$ cat config.mk
export PLATFORM = sky130hd
export DESIGN_NAME = ice_bus_resp_framer_flat
export DESIGN_NICKNAME = d
export VERILOG_FILES = /design/src/rtl/ice_bus_pkg.sv /design/src/rtl/ice_bus_resp_framer_if.sv /design/src/rtl/ice_byte_fifo.sv /design/src/rtl/ice_bus_resp_framer.sv /design/src/flat_wrapper.sv
export SDC_FILE = /design/constraint.sdc
export NUM_CORES = 1
export LEC_CHECK = 0
export BUFFER_PORTS_ARGS = -buffer_cell sky130_fd_sc_hd__clkbuf_2
export CORE_MARGIN = 3
export CORE_UTILIZATION = 54
export CTS_CLUSTER_DIAMETER = 50
export DETAILED_ROUTE_END_ITERATION = 10
export GPL_TIMING_DRIVEN = 0
export HOLD_SLACK_MARGIN = 0.03
export PLACE_DENSITY = 0.75
export SETUP_SLACK_MARGIN = 0.1
export SYNTH_ARGS = -nofsm -noshare
export SYNTH_HDL_FRONTEND = slang
export SYNTH_SLANG_ARGS = --single-unit
$ cat constraint.sdc
create_clock -name clk -period 4.48 [get_ports clk]
set_input_delay 0.448 -clock clk [delete_from_list [all_inputs] [get_ports clk]]
set_output_delay 0.448 -clock clk [all_outputs]
set_load 0.005 [all_outputs]
$ cat src/rtl/ice_bus_pkg.sv
// Shared definitions for the ICE byte-bus response path.
// Contents: framer state encoding, frame geometry constants, common
// response type bytes and a helper that clamps a FIFO count to the
// largest payload length a single frame can announce.
package ice_bus_pkg;

    typedef enum logic [2:0] {
        ST_IDLE = 3'd0,
        ST_REQ  = 3'd1,
        ST_TYPE = 3'd2,
        ST_ID   = 3'd3,
        ST_LEN  = 3'd4,
        ST_PYLD = 3'd5,
        ST_DONE = 3'd6
    } frm_state_e;

    localparam int ICE_HDR_BYTES = 3;
    localparam int ICE_MAX_PYLD  = 255;

    localparam logic [7:0] ICE_TYPE_ACK  = 8'h41;
    localparam logic [7:0] ICE_TYPE_NAK  = 8'h4E;
    localparam logic [7:0] ICE_TYPE_DATA = 8'h64;

    // The length byte is 8 bits wide, so a deeper buffer is announced as 255.
    function automatic logic [7:0] sat_len(input logic [8:0] cnt);
        return (cnt > 9'(ICE_MAX_PYLD)) ? 8'(ICE_MAX_PYLD) : cnt[7:0];
    endfunction

endpackage

$ cat src/rtl/ice_bus_resp_framer_if.sv
// Handshake/bus bundle of the ICE response framer.
// Groups: payload write port (pl_*), frame request handshake (resp_*),
// status (busy) and the slave arbitration channel (sl_*).
// Modports: slave = the framer, master = whatever drives it
// (device logic plus bus controller).
interface ice_bus_resp_framer_if #(
    parameter int CNT_W = 7
);
    logic [7:0]       pl_data;
    logic             pl_wr;
    logic             pl_full;
    logic [CNT_W-1:0] pl_count;
    logic             resp_valid;
    logic             resp_ready;
    logic [7:0]       resp_type;
    logic [7:0]       resp_evt_id;
    logic             busy;
    logic             sl_arb_request;
    logic             sl_arb_grant;
    logic [7:0]       sl_data;
    logic             sl_data_latch;

    modport slave (
        input  pl_data, pl_wr, resp_valid, resp_type, resp_evt_id,
               sl_arb_grant, sl_data_latch,
        output pl_full, pl_count, resp_ready, busy, sl_arb_request, sl_data
    );

    modport master (
        output pl_data, pl_wr, resp_valid, resp_type, resp_evt_id,
               sl_arb_grant, sl_data_latch,
        input  pl_full, pl_count, resp_ready, busy, sl_arb_request, sl_data
    );
endinterface

$ cat src/rtl/ice_byte_fifo.sv
// Synchronous byte FIFO with first-word-fall-through read data.
// Ports: clk, rst (synchronous, active-low), wr/wr_data (write, ignored
// when full), rd (pop, ignored when empty), data_out (current head),
// count (bytes held), full, empty.
// DEPTH must be a power of two >= 2 so the pointers wrap for free.
module ice_byte_fifo #(
    parameter int DEPTH = 64,
    parameter int CNT_W = $clog2(DEPTH) + 1
) (
    input  logic             clk,
    input  logic             rst,
    input  logic             wr,
    input  logic [7:0]       wr_data,
    input  logic             rd,
    output logic [7:0]       data_out,
    output logic [CNT_W-1:0] count,
    output logic             full,
    output logic             empty
);
    localparam int AW = $clog2(DEPTH);

    logic [7:0]       mem_q [DEPTH];
    logic [AW-1:0]    wr_ptr_q, wr_ptr_d;
    logic [AW-1:0]    rd_ptr_q, rd_ptr_d;
    logic [CNT_W-1:0] count_q, count_d;
    logic             wr_en, rd_en;

    assign full  = (count_q == CNT_W'(DEPTH));
    assign empty = (count_q == '0);
    assign wr_en = wr && !full;
    assign rd_en = rd && !empty;

    always_comb begin
        wr_ptr_d = wr_ptr_q;
        rd_ptr_d = rd_ptr_q;
        count_d  = count_q;
        if (wr_en) wr_ptr_d = wr_ptr_q + AW'(1);
        if (rd_en) rd_ptr_d = rd_ptr_q + AW'(1);
        // Write and pop together leave the count unchanged.
        if (wr_en && !rd_en) count_d = count_q + CNT_W'(1);
        if (rd_en && !wr_en) count_d = count_q - CNT_W'(1);
    end

    always_ff @(posedge clk) begin
        if (!rst) begin
            wr_ptr_q <= '0;
            rd_ptr_q <= '0;
            count_q  <= '0;
        end else begin
            wr_ptr_q <= wr_ptr_d;
            rd_ptr_q <= rd_ptr_d;
            count_q  <= count_d;
        end
    end

    // Storage needs no reset: the pointers define what is valid.
    always_ff @(posedge clk) begin
        if (wr_en) mem_q[wr_ptr_q] <= wr_data;
    end

    assign data_out = mem_q[rd_ptr_q];
    assign count    = count_q;

endmodule

$ cat src/rtl/ice_bus_resp_framer.sv
// ICE slave response framer.
// Buffers payload bytes, and on a frame request streams
// type, evt_id, len, payload over the slave arbitration channel.
// Ports: clk, rst (synchronous, active-low), bus (slave modport):
//   pl_data/pl_wr/pl_full/pl_count   payload buffer write side
//   resp_valid/resp_ready            frame request handshake
//   resp_type/resp_evt_id            header fields latched at acceptance
//   busy                             frame in progress
//   sl_arb_request/sl_arb_grant/sl_data/sl_data_latch  byte channel
//
// state | meaning
// IDLE  | ready for a request, bus released
// REQ   | requesting bus ownership, waiting for grant
// TYPE  | presenting the type byte
// ID    | presenting the event id
// LEN   | presenting the snapshotted payload length
// PYLD  | presenting the FIFO head, one pop per latch
// DONE  | request dropped for one cycle so the arbiter can re-arbitrate
module ice_bus_resp_framer
    import ice_bus_pkg::*;
#(
    parameter int FIFO_DEPTH = 64,
    parameter int CNT_W      = 7
) (
    input logic                  clk,
    input logic                  rst,
    ice_bus_resp_framer_if.slave bus
);
    frm_state_e       state_q, state_d;
    logic [7:0]       type_q, type_d;
    logic [7:0]       evt_q, evt_d;
    logic [7:0]       len_q, len_d;
    logic [7:0]       sent_q, sent_d;

    logic             adv;
    logic             pop;
    logic [7:0]       fifo_head;
    logic [CNT_W-1:0] fifo_count;
    logic             fifo_full;
    logic             fifo_empty;
    logic [8:0]       cnt_ext;

    logic             req_o;
    logic [7:0]       data_o;
    logic             ready_o;

    // A latch only counts while the arbiter actually grants us the bus.
    assign adv     = bus.sl_arb_grant && bus.sl_data_latch;
    assign pop     = adv && (state_q == ST_PYLD) && !fifo_empty;
    assign cnt_ext = 9'(fifo_count);

    ice_byte_fifo #(
        .DEPTH (FIFO_DEPTH),
        .CNT_W (CNT_W)
    ) u_fifo (
        .clk      (clk),
        .rst      (rst),
        .wr       (bus.pl_wr),
        .wr_data  (bus.pl_data),
        .rd       (pop),
        .data_out (fifo_head),
        .count    (fifo_count),
        .full     (fifo_full),
        .empty    (fifo_empty)
    );

    always_ff @(posedge clk) begin
        if (!rst) begin
            state_q <= ST_IDLE;
            type_q  <= '0;
            evt_q   <= '0;
            len_q   <= '0;
            sent_q  <= '0;
        end else begin
            state_q <= state_d;
            type_q  <= type_d;
            evt_q   <= evt_d;
            len_q   <= len_d;
            sent_q  <= sent_d;
        end
    end

    always_comb begin
        state_d = state_q;
        type_d  = type_q;
        evt_d   = evt_q;
        len_d   = len_q;
        sent_d  = sent_q;
        unique case (state_q)
            ST_IDLE: begin
                if (bus.resp_valid) begin
                    // Length is frozen here; later writes wait for the next frame.
                    type_d  = bus.resp_type;
                    evt_d   = bus.resp_evt_id;
                    len_d   = sat_len(cnt_ext);
                    sent_d  = '0;
                    state_d = ST_REQ;
                end
            end
            ST_REQ: begin
                if (bus.sl_arb_grant) state_d = ST_TYPE;
            end
            ST_TYPE: begin
                if (adv) state_d = ST_ID;
            end
            ST_ID: begin
                if (adv) state_d = ST_LEN;
            end
            ST_LEN: begin
                if (adv) state_d = (len_q == 8'd0) ? ST_DONE : ST_PYLD;
            end
            ST_PYLD: begin
                if (adv) begin
                    sent_d = sent_q + 8'd1;
                    if (sent_q + 8'd1 == len_q) state_d = ST_DONE;
                end
            end
            ST_DONE: begin
                state_d = ST_IDLE;
            end
            default: begin
                state_d = ST_IDLE;
            end
        endcase
    end

    always_comb begin
        req_o   = 1'b0;
        data_o  = 8'h00;
        ready_o = 1'b0;
        unique case (state_q)
            ST_IDLE: ready_o = 1'b1;
            ST_REQ:  req_o   = 1'b1;
            ST_TYPE: begin
                req_o  = 1'b1;
                data_o = type_q;
            end
            ST_ID: begin
                req_o  = 1'b1;
                data_o = evt_q;
            end
            ST_LEN: begin
                req_o  = 1'b1;
                data_o = len_q;
            end
            ST_PYLD: begin
                req_o  = 1'b1;
                data_o = fifo_head;
            end
            ST_DONE: req_o = 1'b0;
            default: req_o = 1'b0;
        endcase
    end

    assign bus.sl_arb_request = req_o;
    assign bus.sl_data        = data_o;
    assign bus.resp_ready     = ready_o;
    assign bus.busy           = (state_q != ST_IDLE);
    assign bus.pl_count       = fifo_count;
    assign bus.pl_full        = fifo_full;

endmodule

$ cat src/flat_wrapper.sv
// flat-port wrapper written by rule: the top's interface ports become plain ports
module ice_bus_resp_framer_flat import ice_bus_pkg::*;
#(
    parameter int FIFO_DEPTH = 64,
    parameter int CNT_W      = 7
)
  (clk, rst, bus_pl_data, bus_pl_wr, bus_resp_valid, bus_resp_type, bus_resp_evt_id, bus_sl_arb_grant, bus_sl_data_latch, bus_pl_full, bus_pl_count, bus_resp_ready, bus_busy, bus_sl_arb_request, bus_sl_data);
  ice_bus_resp_framer_if #(.CNT_W(CNT_W)) bus_i ();
  input logic clk;
  input logic rst;
  input wire logic [$bits(bus_i.pl_data)-1:0] bus_pl_data;
  input wire logic [$bits(bus_i.pl_wr)-1:0] bus_pl_wr;
  input wire logic [$bits(bus_i.resp_valid)-1:0] bus_resp_valid;
  input wire logic [$bits(bus_i.resp_type)-1:0] bus_resp_type;
  input wire logic [$bits(bus_i.resp_evt_id)-1:0] bus_resp_evt_id;
  input wire logic [$bits(bus_i.sl_arb_grant)-1:0] bus_sl_arb_grant;
  input wire logic [$bits(bus_i.sl_data_latch)-1:0] bus_sl_data_latch;
  output wire logic [$bits(bus_i.pl_full)-1:0] bus_pl_full;
  output wire logic [$bits(bus_i.pl_count)-1:0] bus_pl_count;
  output wire logic [$bits(bus_i.resp_ready)-1:0] bus_resp_ready;
  output wire logic [$bits(bus_i.busy)-1:0] bus_busy;
  output wire logic [$bits(bus_i.sl_arb_request)-1:0] bus_sl_arb_request;
  output wire logic [$bits(bus_i.sl_data)-1:0] bus_sl_data;
  assign bus_i.pl_data = bus_pl_data;
  assign bus_i.pl_wr = bus_pl_wr;
  assign bus_i.resp_valid = bus_resp_valid;
  assign bus_i.resp_type = bus_resp_type;
  assign bus_i.resp_evt_id = bus_resp_evt_id;
  assign bus_i.sl_arb_grant = bus_sl_arb_grant;
  assign bus_i.sl_data_latch = bus_sl_data_latch;
  assign bus_pl_full = bus_i.pl_full;
  assign bus_pl_count = bus_i.pl_count;
  assign bus_resp_ready = bus_i.resp_ready;
  assign bus_busy = bus_i.busy;
  assign bus_sl_arb_request = bus_i.sl_arb_request;
  assign bus_sl_data = bus_i.sl_data;
  ice_bus_resp_framer #(.FIFO_DEPTH(FIFO_DEPTH), .CNT_W(CNT_W)) u_core (.clk(clk), .rst(rst), .bus(bus_i));
endmodule
==> flow_summary.yaml <==
job:
  maxCapViolCount: 0
logic_synthesis:
  seq_area_frac_synth: 0.717
  synth_top_cell_by_area: "edfxtp_1"
  netlist_area_sq_um: 23100
  async_flop_share: 0
  ys_types: 63
  synth_edf_count: 512
  synth_cells: 1318
  synth_ff_type: "edfxtp_1"
  synth_top_area_frac: 0.665
  synth_fp_nets: 1353
  ys_warn_count: 0
  yosys-top-cells-area: "edfxtp_1, mux4_2, dfxtp_1, nor2_1, mux2i_1"
  avgSynthCellArea_sq_um: 17.5
  synth-seq-cells: 571
routing:
  vias_per_cell: 6.56
  via_count: 13178
  drcViolationCount: 0
  drt_iter0_drc: 1955
  antenna_left: 0
  drt_pass1_iterations: 7
  wire_per_inst_microns: 29.0
  finalWirelength_microns: 58200
clock_tree:
  cts_setup_buffers: 0
  path_clk_slew_ns: 0.06
  clk_path_buf_depth: 3
  cts_resized: 9
  cts-htree-levels: 2
  cts-hold-fix-buffers: 0
  cts_sinks: 571
  cts_root_buf: "clkbuf_16"
  cts_tree: "yes"
  cts_made_buffers: 56
  clk_latency_ns: 0.62
timing:
  tns_ns: 0
  skew_ns: 0.0136
  slew_viol_final: 0
  finalHoldViolations: 0
  max_freq_ghz: 0.231
  worst_slew_pin_slew_ns: 1.40
  fin_crit_sh: 0.968
  hold-worst-slack_ns: 0.0727
  maxSlewHeadroom: 0.0669
  setup_violations: 0
  rsz0062_at_grt: "false"
  fin_crit_ns: 4.34
worst_hold_path:
  hold_path.class: "input pin to flip-flop"
  holdCritStartpoint: "bus_resp_evt_id[5]"
  hold_depth: 3
  hold_end: "u_core.evt_q[5]"
die:
  io_pins: 49
  rows: 75
  die_area_sq_um: 45300
  die_x_microns: 213
  initial_core_util: 0.548
  fp.dieH_microns: 213
  core_area_sq_um: 42100
global_route:
  grt_overflow_total: 0
  grt_pass1_wl_microns: 84500
  grt_max_degree: 65
  grt_pass1_vias: 12833
  antenna_found_initial: 0
  grt.total_usage: 0.259
cells_and_area:
  seqCellArea_sq_um: 16600
  num_antenna_cells: 0
  multi_input_area_sq_um: 6170
  drive_gt1_frac: 0.212
  nFillCells: 2876
  nets: 1464
  area_growth_pct: 12.4
worst_setup_path:
  crit_buf_inv: 3
  rrSetupSlack_ns: 0.65
  crit_family: "buffers and inverters"
  worstSetupPathType: "flip-flop to output pin"
  max_stage_delay_ns: 0.76
  r2r-end: "u_core.u_fifo.count[6]"
  critPathMostFrequentCell: "clkbuf_2"
  path_depth: 8
  timing.rr.start: "u_core.u_fifo.count[3]"
  critPathArrivalTime_ns: 3.89
  crit_slowest_cell: "clkbuf_1"
  timing.critical_path.cells: "clkbuf_1 > clkbuf_2 > nand2_1 > o221ai_1 > nor3b_1 > o21ai_0 > nand3_1 > clkbuf_2"
  critPathMaxFanout: 10
  critPathLaunchType: "flip-flop"
  worstRegToRegCells: 15
  required_ns: 4.03
  worstSetupEndpointType: "output pin"
placed_design:
  place.gp.congestion: 0.901
  numPortBuffers: 48
  dp_hpwl_microns: 36500
outcome:
  outcome: "completed"
power_and_ir_drop:
  pwr_density_cell_nw_per_um2: 430
  p_leak_nw: 8.13
  vdd_ir_drop_max_mv: 0.293
layout by cell type (no fill, tap or decap), drive strengths merged, types with 26 or more instances in the layout:
cell / count
a21boi: 26
clkbuf: 158
nor2: 107
and2: 27
nand2: 93
edfxtp: 512
dfxtp: 59
mux4: 130
nand3: 31
mux2i: 39
buf: 41
tightest hold or removal path, delay by kind of cell:
family	cells	cell delay, ns
AOI/OAI and AO/OA	1	0.06
buffers and inverters	1	0.08
and+or+nand+nor	1	0.04
synth_stat cells (6+ instances only):
cell type,instances
buf_2,18
nor2_1,107
nand3_1,31
nor2b_1,20
clkbuf_1,38
nand3b_1,6
a21boi_0,25
mux4_2,130
o221ai_1,7
buf_1,6
a21oi_1,16
nand2_1,93
dfxtp_1,59
xnor2_1,14
mux2i_1,39
nand2b_1,7
buf_4,10
edfxtp_1,512
nor3_1,14
xor2_1,10
o21ai_0,20
and2_1,27
a31oi_1,6
a22oi_1,17
worst max path at each step:
stage	start	end	slack, ns
2_1_floorplan	u_core.u_fifo.count[3]	u_core.u_fifo.count[6]	1.33
4_1_cts	flip-flop	bus_sl_data[6]	0.02
3_3_place_gp	flip-flop	bus_sl_data[6]	0.43
5_1_grt	flip-flop	bus_sl_data[6]	0.10
6_report	flip-flop	bus_sl_data[3]	0.14
3_5_place_dp	flip-flop	bus_sl_data[6]	0.41
layout make-up:
class / count / share of cell area
inverters: 4 / 0.000578
flip-flops and latches: 571 / 0.637
repair buffers: 53 / 0.0131
plain buffers: 75 / 0.0155
clock inverters: 27 / 0.0121
multi-input cells: 668 / 0.238
well taps: 539 / 0.0260
clock buffers: 73 / 0.0576
power by group:
part | internal [W] | switching, W
Clock | 0.00270 | 0.00198
Combinational | 0.000191 | 0.000396
Sequential | 0.00586 | 0.0000311
Total | 0.00875 | 0.00241
cells by family after synthesis:
| family | Yosys count | synth area share |
|---|---|---|
| AOI/OAI and AO/OA | 124 | 0.0382 |
| xor gates and xnor gates | 24 | 0.00910 |
| adders and majority gates | 5 | 0.00271 |
| buffers and inverters | 79 | 0.0161 |
| DFF | 571 | 0.717 |
| muxes | 173 | 0.146 |
| and+or+nand+nor | 342 | 0.0717 |
layer usage:
| layer | part of all wire | global-route usage |
|---|---|---|
| met5 | 0 | 0 |
| met4 | 0.036 | 0.0847 |
| met3 | 0.12 | 0.0804 |
| met2 | 0.46 | 0.396 |
| met1 | 0.38 | 0.361 |
sequential cells by signal, summed over array words and instances (netlist names), named ones only:
| name | count |
|---|---|
| u_core.evt_q | 8 |
| u_core.type_q | 8 |
| u_core.u_fifo.count | 7 |
| u_core.len_q | 7 |
| u_core.u_fifo.mem_q | 512 |
| u_core.state_q | 3 |
| u_core.u_fifo.rd_ptr_q | 6 |
| u_core.u_fifo.wr_ptr_q | 6 |
| u_core.sent_q | 8 |
stage by stage:
stage | instances | total power [W] | area [sq um] | worst slack (ns) | util
global route | 2010 | 0.0114 | 26000 | 0.103 | 0.616
global placement | 1905 | 0.00655 | 24000 | 0.433 | 0.570
finish | 2010 | 0.0112 | 26000 | 0.143 | 0.616
detailed placement | 1905 | 0.00656 | 24000 | 0.409 | 0.570
floorplan | 1318 | 0.00632 | 23100 | 1.33 | -
CTS | 2005 | 0.0112 | 25800 | 0.0183 | 0.613
Note: power is estimated with default switching activity, not from simulation.
